$ cat config.mk
export PLATFORM = sky130hd
export DESIGN_NAME = heat_cycle_controller
export DESIGN_NICKNAME = d
export VERILOG_FILES = /design/src/rtl/heat_cycle_controller.sv
export SDC_FILE = /design/constraint.sdc
export NUM_CORES = 1
export LEC_CHECK = 0
export ABC_CLOCK_PERIOD_IN_PS = 1700
export CAP_MARGIN = 25
export CORE_MARGIN = 4
export CORE_UTILIZATION = 40
export DETAILED_ROUTE_END_ITERATION = 7
export GPL_ROUTABILITY_DRIVEN = 0
export GPL_TIMING_DRIVEN = 0
export MAX_ROUTING_LAYER = met4
export PLACE_DENSITY_LB_ADDON = 0.25
export SYNTH_ARGS = -nofsm -noshare
export SYNTH_HDL_FRONTEND = slang
export SYNTH_SLANG_ARGS = --single-unit
$ cat constraint.sdc
create_clock -name clk -period 1.7 [get_ports clk]
set_input_delay 0.255 -clock clk [delete_from_list [all_inputs] [get_ports clk]]
set_output_delay 0.255 -clock clk [all_outputs]
set_load 0.01 [all_outputs]
$ cat src/rtl/heat_cycle_controller.sv
// Heating-phase sequencer between the wash-program FSM and the temperature unit.
// Define HEAT_STATS_EN to add the heat_cycles statistics output.
module heat_cycle_controller #(
    parameter int unsigned TIMEOUT_CYCLES = 64,
    parameter int unsigned SOAK_CYCLES    = 16,
    parameter int unsigned MAX_RETRY      = 2,
    parameter int unsigned CNT_W          = 8
) (
    input  logic        clk,
    input  logic        reset,
    input  logic        cycle_req,
    input  logic [1:0]  cycle_temp,
    input  logic        abort,
    input  logic        heat_ready,
    output logic        heat_start,
    output logic [3:0]  heat_target,
    output logic        busy,
    output logic        cycle_done,
    output logic        fault,
`ifdef HEAT_STATS_EN
    output logic [15:0] heat_cycles,
`endif
    output logic [2:0]  state_out
);

    typedef enum logic [2:0] {
        IDLE  = 3'd0,
        HEAT  = 3'd1,
        RETRY = 3'd2,
        SOAK  = 3'd3,
        DONE  = 3'd4,
        FAULT = 3'd5
    } state_t;

    localparam int unsigned RETRY_W = (MAX_RETRY > 0) ? $clog2(MAX_RETRY + 1) : 1;

    localparam logic [CNT_W-1:0]   HEAT_LAST  = CNT_W'(TIMEOUT_CYCLES - 1);
    localparam logic [CNT_W-1:0]   SOAK_LAST  = CNT_W'(SOAK_CYCLES - 1);
    localparam logic [CNT_W-1:0]   RETRY_LAST = CNT_W'(1);
    localparam logic [RETRY_W-1:0] RETRY_MAX  = RETRY_W'(MAX_RETRY);

    state_t             r_state;
    state_t             w_state_nxt;
    logic [CNT_W-1:0]   r_timer;
    logic [CNT_W-1:0]   w_timer_nxt;
    logic [RETRY_W-1:0] r_retry_cnt;
    logic [RETRY_W-1:0] w_retry_nxt;
    logic [1:0]         r_class;
    logic [1:0]         w_class_nxt;
    logic               w_accept;

    assign w_accept = (r_state == IDLE) && cycle_req && !abort;

    always_ff @(posedge clk or posedge reset) begin
        if (reset) begin
            r_state     <= IDLE;
            r_timer     <= '0;
            r_retry_cnt <= '0;
            r_class     <= '0;
        end else begin
            r_state     <= w_state_nxt;
            r_timer     <= w_timer_nxt;
            r_retry_cnt <= w_retry_nxt;
            r_class     <= w_class_nxt;
        end
    end

    // One shared timer serves HEAT, RETRY and SOAK; each entry clears it.
    always_comb begin
        w_state_nxt = r_state;
        w_timer_nxt = r_timer;
        w_retry_nxt = r_retry_cnt;
        w_class_nxt = r_class;
        if (abort) begin
            w_state_nxt = IDLE;
        end else begin
            case (r_state)
                IDLE: begin
                    if (cycle_req) begin
                        w_class_nxt = cycle_temp;
                        w_timer_nxt = '0;
                        w_retry_nxt = '0;
                        w_state_nxt = (cycle_temp == 2'd0) ? SOAK : HEAT;
                    end
                end
                HEAT: begin
                    if (heat_ready) begin
                        w_state_nxt = SOAK;
                        w_timer_nxt = '0;
                    end else if (r_timer == HEAT_LAST) begin
                        w_timer_nxt = '0;
                        if (r_retry_cnt < RETRY_MAX) begin
                            w_state_nxt = RETRY;
                            w_retry_nxt = r_retry_cnt + RETRY_W'(1);
                        end else begin
                            w_state_nxt = FAULT;
                        end
                    end else begin
                        w_timer_nxt = r_timer + CNT_W'(1);
                    end
                end
                RETRY: begin
                    if (r_timer == RETRY_LAST) begin
                        w_state_nxt = HEAT;
                        w_timer_nxt = '0;
                    end else begin
                        w_timer_nxt = r_timer + CNT_W'(1);
                    end
                end
                SOAK: begin
                    if (r_timer == SOAK_LAST) begin
                        w_state_nxt = DONE;
                        w_timer_nxt = '0;
                    end else begin
                        w_timer_nxt = r_timer + CNT_W'(1);
                    end
                end
                DONE:    w_state_nxt = IDLE;
                FAULT:   w_state_nxt = FAULT;
                default: w_state_nxt = IDLE;
            endcase
        end
    end

    assign heat_start  = (r_state == HEAT) || ((r_state == SOAK) && (r_class != 2'd0));
    assign heat_target = {r_class, 2'b00};
    assign busy        = (r_state != IDLE);
    assign cycle_done  = (r_state == DONE);
    assign fault       = (r_state == FAULT);
    assign state_out   = r_state;

`ifdef HEAT_STATS_EN
    logic [15:0] r_heat_cycles;

    always_ff @(posedge clk or posedge reset) begin
        if (reset) begin
            r_heat_cycles <= '0;
        end else if (w_accept) begin
            r_heat_cycles <= '0;
        end else if ((r_state == HEAT) && (r_heat_cycles != '1)) begin
            r_heat_cycles <= r_heat_cycles + 16'd1;
        end
    end

    assign heat_cycles = r_heat_cycles;
`endif

endmodule
==> run summary <==
• cts-stage hold buffer count: 0
• proportion of total power due to net switching: 0.415
• IO buf count: 15
• Post-route DRC: 0
• total via count after detailed routing: 983
• final core area utilization: 0.636
• antenna violations before repair: 0
• critical path capture point type: flop
• internal power consumption: 0.00122 W
• number of global-route vias before repair: 939
• Crit path arrival time: 2.14 ns
• proportion of register bits with asynchronous set or reset after synthesis: 1.00
• Cell variety after synth: 44
• kind of start point of the critical path: flop
• Worst Skew: 0.0133 ns
• CTS tree: yes
• TritonRoute pass-1 iters: 4
• synthesis-stage register bit count: 15
• routed length per instance: 16.6 um
• number of H-tree branching levels: 1
• overall routing resource usage: 0.181
• fraction of post-synthesis cell area in the top cell type by area: 0.382
• number of buffers inserted during clock tree synthesis: 3
• overall die area: 0.00332 mm^2
• core area: 0.00228 mm^2
• met1 track utilization from global routing: 0.205
• min-delay worst type: primary input to asynchronous set/reset pin
• area added between synthesis and finish: 47.2%
• global-route wire length before repair: 4.46 mm
• number of core rows: 17
• type of the setup path with the least slack: flop to flop
• post-DR vias/cell: 5.78
• Critical Path RT: 1.89 ns
• total net switching power: 0.000866 W
• hpwl dp: 1.84 mm
• starting utilization of the core area: 0.432
• EDFF count, synth: 0
• Clock Sinks: 15
• Die Ht: 57.6 um
• number of hold violations in the final report: 0
• Boundary Pins: 18
• dominant synthesized flop cell: dfrtp_1
• fin crit share: 1.15
• portion of total power attributed to the clock network: 0.101
• portion of the post-synthesis area used by sequential elements: 0.382
• CTS clk-pin slew, worst paths: 0.09 ns
• fin. max-slew vios: 0
• sum of overflow across all layers after global routing: 0
• worst hold margin: 0.302 ns
• number of max-capacitance violations reported: 0
• global routing's busiest layer: met2
• time the worst path needs with I/O delays and setup: 1.95 ns
• share of post-route cells with drive strength above 1: 0.387
• cell type contributing the most total cell area after synthesis: dfrtp_1
• wire length after detailed routing: 2.82 mm
• Synth Cell Area: 983 um^2
• PnR Total Power: 0.00209 W
• combinational share of power: 0.640
• Peak supply drop: 0.863 mV
• Max transition margin: 0.612
• met2 usage in global routing: 0.282
• power density cells: 1440 mW/mm^2
• Die W: 57.6 um
• standby leakage power: 0.641 nW
• clock insertion delay at the later pin of the skew report: 0.30 ns
• Avg Synthesized Cell Area: 9.19 um^2
• sequential power share: 0.259
• met3 usage: 0.0656
• violated checks: setup timing
• buffer type at the clock tree root: clkbuf_4
• Synth warnings: 0
• pin count of the biggest net entering global routing: 16
• diode count: 0
• number of failing setup endpoints in the final timing report: 16
• RSZ-0062 raised after global routing: yes
• run status: complete, but fails checks
• maximum net fanout on the critical path: 5
• slew of the pin with the lowest slew margin: 0.581 ns
• dominant cells by area after synthesis: dfrtp_1 38%, nor2_1 4.2%, o31ai_1 3.8%
• drt initial violations: 26
• Antenna Violating Nets Remaining: 0
• final-stage net count: 152
• cell count after synthesis: 107
• CTS max path bufs: 2
• Max Clock Freq: 512 MHz
• least setup slack across all paths after layout: -0.253 ns
[registers in the layout, indices dropped and copies added, names as in the netlist]
name         flops
state_out        3
r_timer          8
r_retry_cnt      2
r_class          2
[layout by cell type (no fill, tap or decap), drive strengths merged, types with 3 or more instances in the layout]
cell,synthesis,final
mux2,3,3
nor2,11,11
nand2,7,7
clkbuf,2,8
nor3,6,6
o21ai,8,8
a22o,3,3
dfrtp,15,15
nand3,4,4
clkdlybuf4s50,0,10
a21o,3,3
dlygate4sd2,0,3
inv,5,4
o31ai,5,5
buf,3,18
[per-layer routing]
metal	up-vias	routed length, um
met5	-	0
met4	0	108
met3	13	150
met2	28	1360
met1	473	1210
li1	469	-
[cell usage after synthesis (2+ instances only)]
master    number
nand3_1        4
nor2b_1        2
a22o_1         3
clkbuf_1       2
nor3_1         6
mux2_1         2
o32ai_1        2
nand2_1        7
inv_1          5
o21ai_1        5
a21o_1         3
buf_4          2
nor2_1        11
and3_1         2
dfrtp_1       15
o21ai_0        3
o31ai_1        5
ha_1           2
[path summary, 6_finish.rpt]
check / startpoint / to / slack, ns / cells past startpoint
min: reset / r_class[0] / 0.30 / 2
min reg2reg: r_timer[0] / r_timer[0] / 0.54 / 1
max reg2reg: r_timer[1] / r_timer[5] / -0.25 / 8
min in group clk: r_timer[0] / r_timer[0] / 0.54 / 1
max in group asynchronous: reset / r_timer[2] / 0.99 / 2
max: r_timer[1] / r_timer[5] / -0.25 / 8
[worst max-delay path, stage by stage (launching register included)]
cell and delay, ns:
dfrtp_1 0.39, inv_2 0.08, ha_4 0.12, or4b_4 0.48, a21oi_4 0.19, o21a_2 0.16
buf_2 0.17, nor4_1 0.07, a21o_1 0.18
[metrics by stage]
stage | TNS, ns | instances | setup slack (ns) | instance area, um^2
after floorplan | -0.404 | 108 | -0.107 | 998
after global placement | -2.67 | 151 | -0.341 | 1180
after detailed placement | -3.28 | 151 | -0.372 | 1180
after CTS | -1.49 | 163 | -0.212 | 1340
after global routing | -3.56 | 170 | -0.308 | 1450
final | -2.35 | 170 | -0.253 | 1450
[logic make-up (layout without fill, tap and decap cells)]
| family | Yosys count | count (layout) | synth area share |
|---|---|---|---|
| flops | 15 | 15 | 0.382 |
| compound gates | 30 | 30 | 0.233 |
| simple gates | 44 | 44 | 0.249 |
| xor+xnor | 1 | 1 | 0.00891 |
| fa+ha+maj | 2 | 2 | 0.0254 |
| other cells | 1 | 2 | 0.00381 |
| buf+inv | 10 | 44 | 0.0534 |
| mux | 4 | 4 | 0.0445 |
[layout make-up]
type                            instances  area (um^2)
Buffer                                  5         47.5
Inverter                                5         22.5
Sequential cell                        15          380
Tap cell                               28         35.0
Clock buffer                            4         26.3
Multi-Input combinational cell         83          686
Timing Repair Buffer                   30          250
Fill cell                             176          828
[power groups by stage]
stage	Clock (W)	Combinational, W	Sequential, W
2_1_floorplan	0	0.000608	0.000532
3_3_place_gp	0	0.000913	0.000525
3_5_place_dp	0	0.000947	0.000531
4_1_cts	0.000210	0.00107	0.000525
5_1_grt	0.000230	0.00142	0.000552
6_report	0.000211	0.00134	0.000540
[what timing repair did]
| action | CTS | global route |
|---|---|---|
| pin swaps | 3 | 9 |
| resized for setup | 23 | 18 |
| endpoints found under the setup margin | 19 | 19 |
| buffers inserted | 8 | 7 |
| gates cloned | 0 | 1 |
No activity file was read; power rests on OpenSTA's default activity.
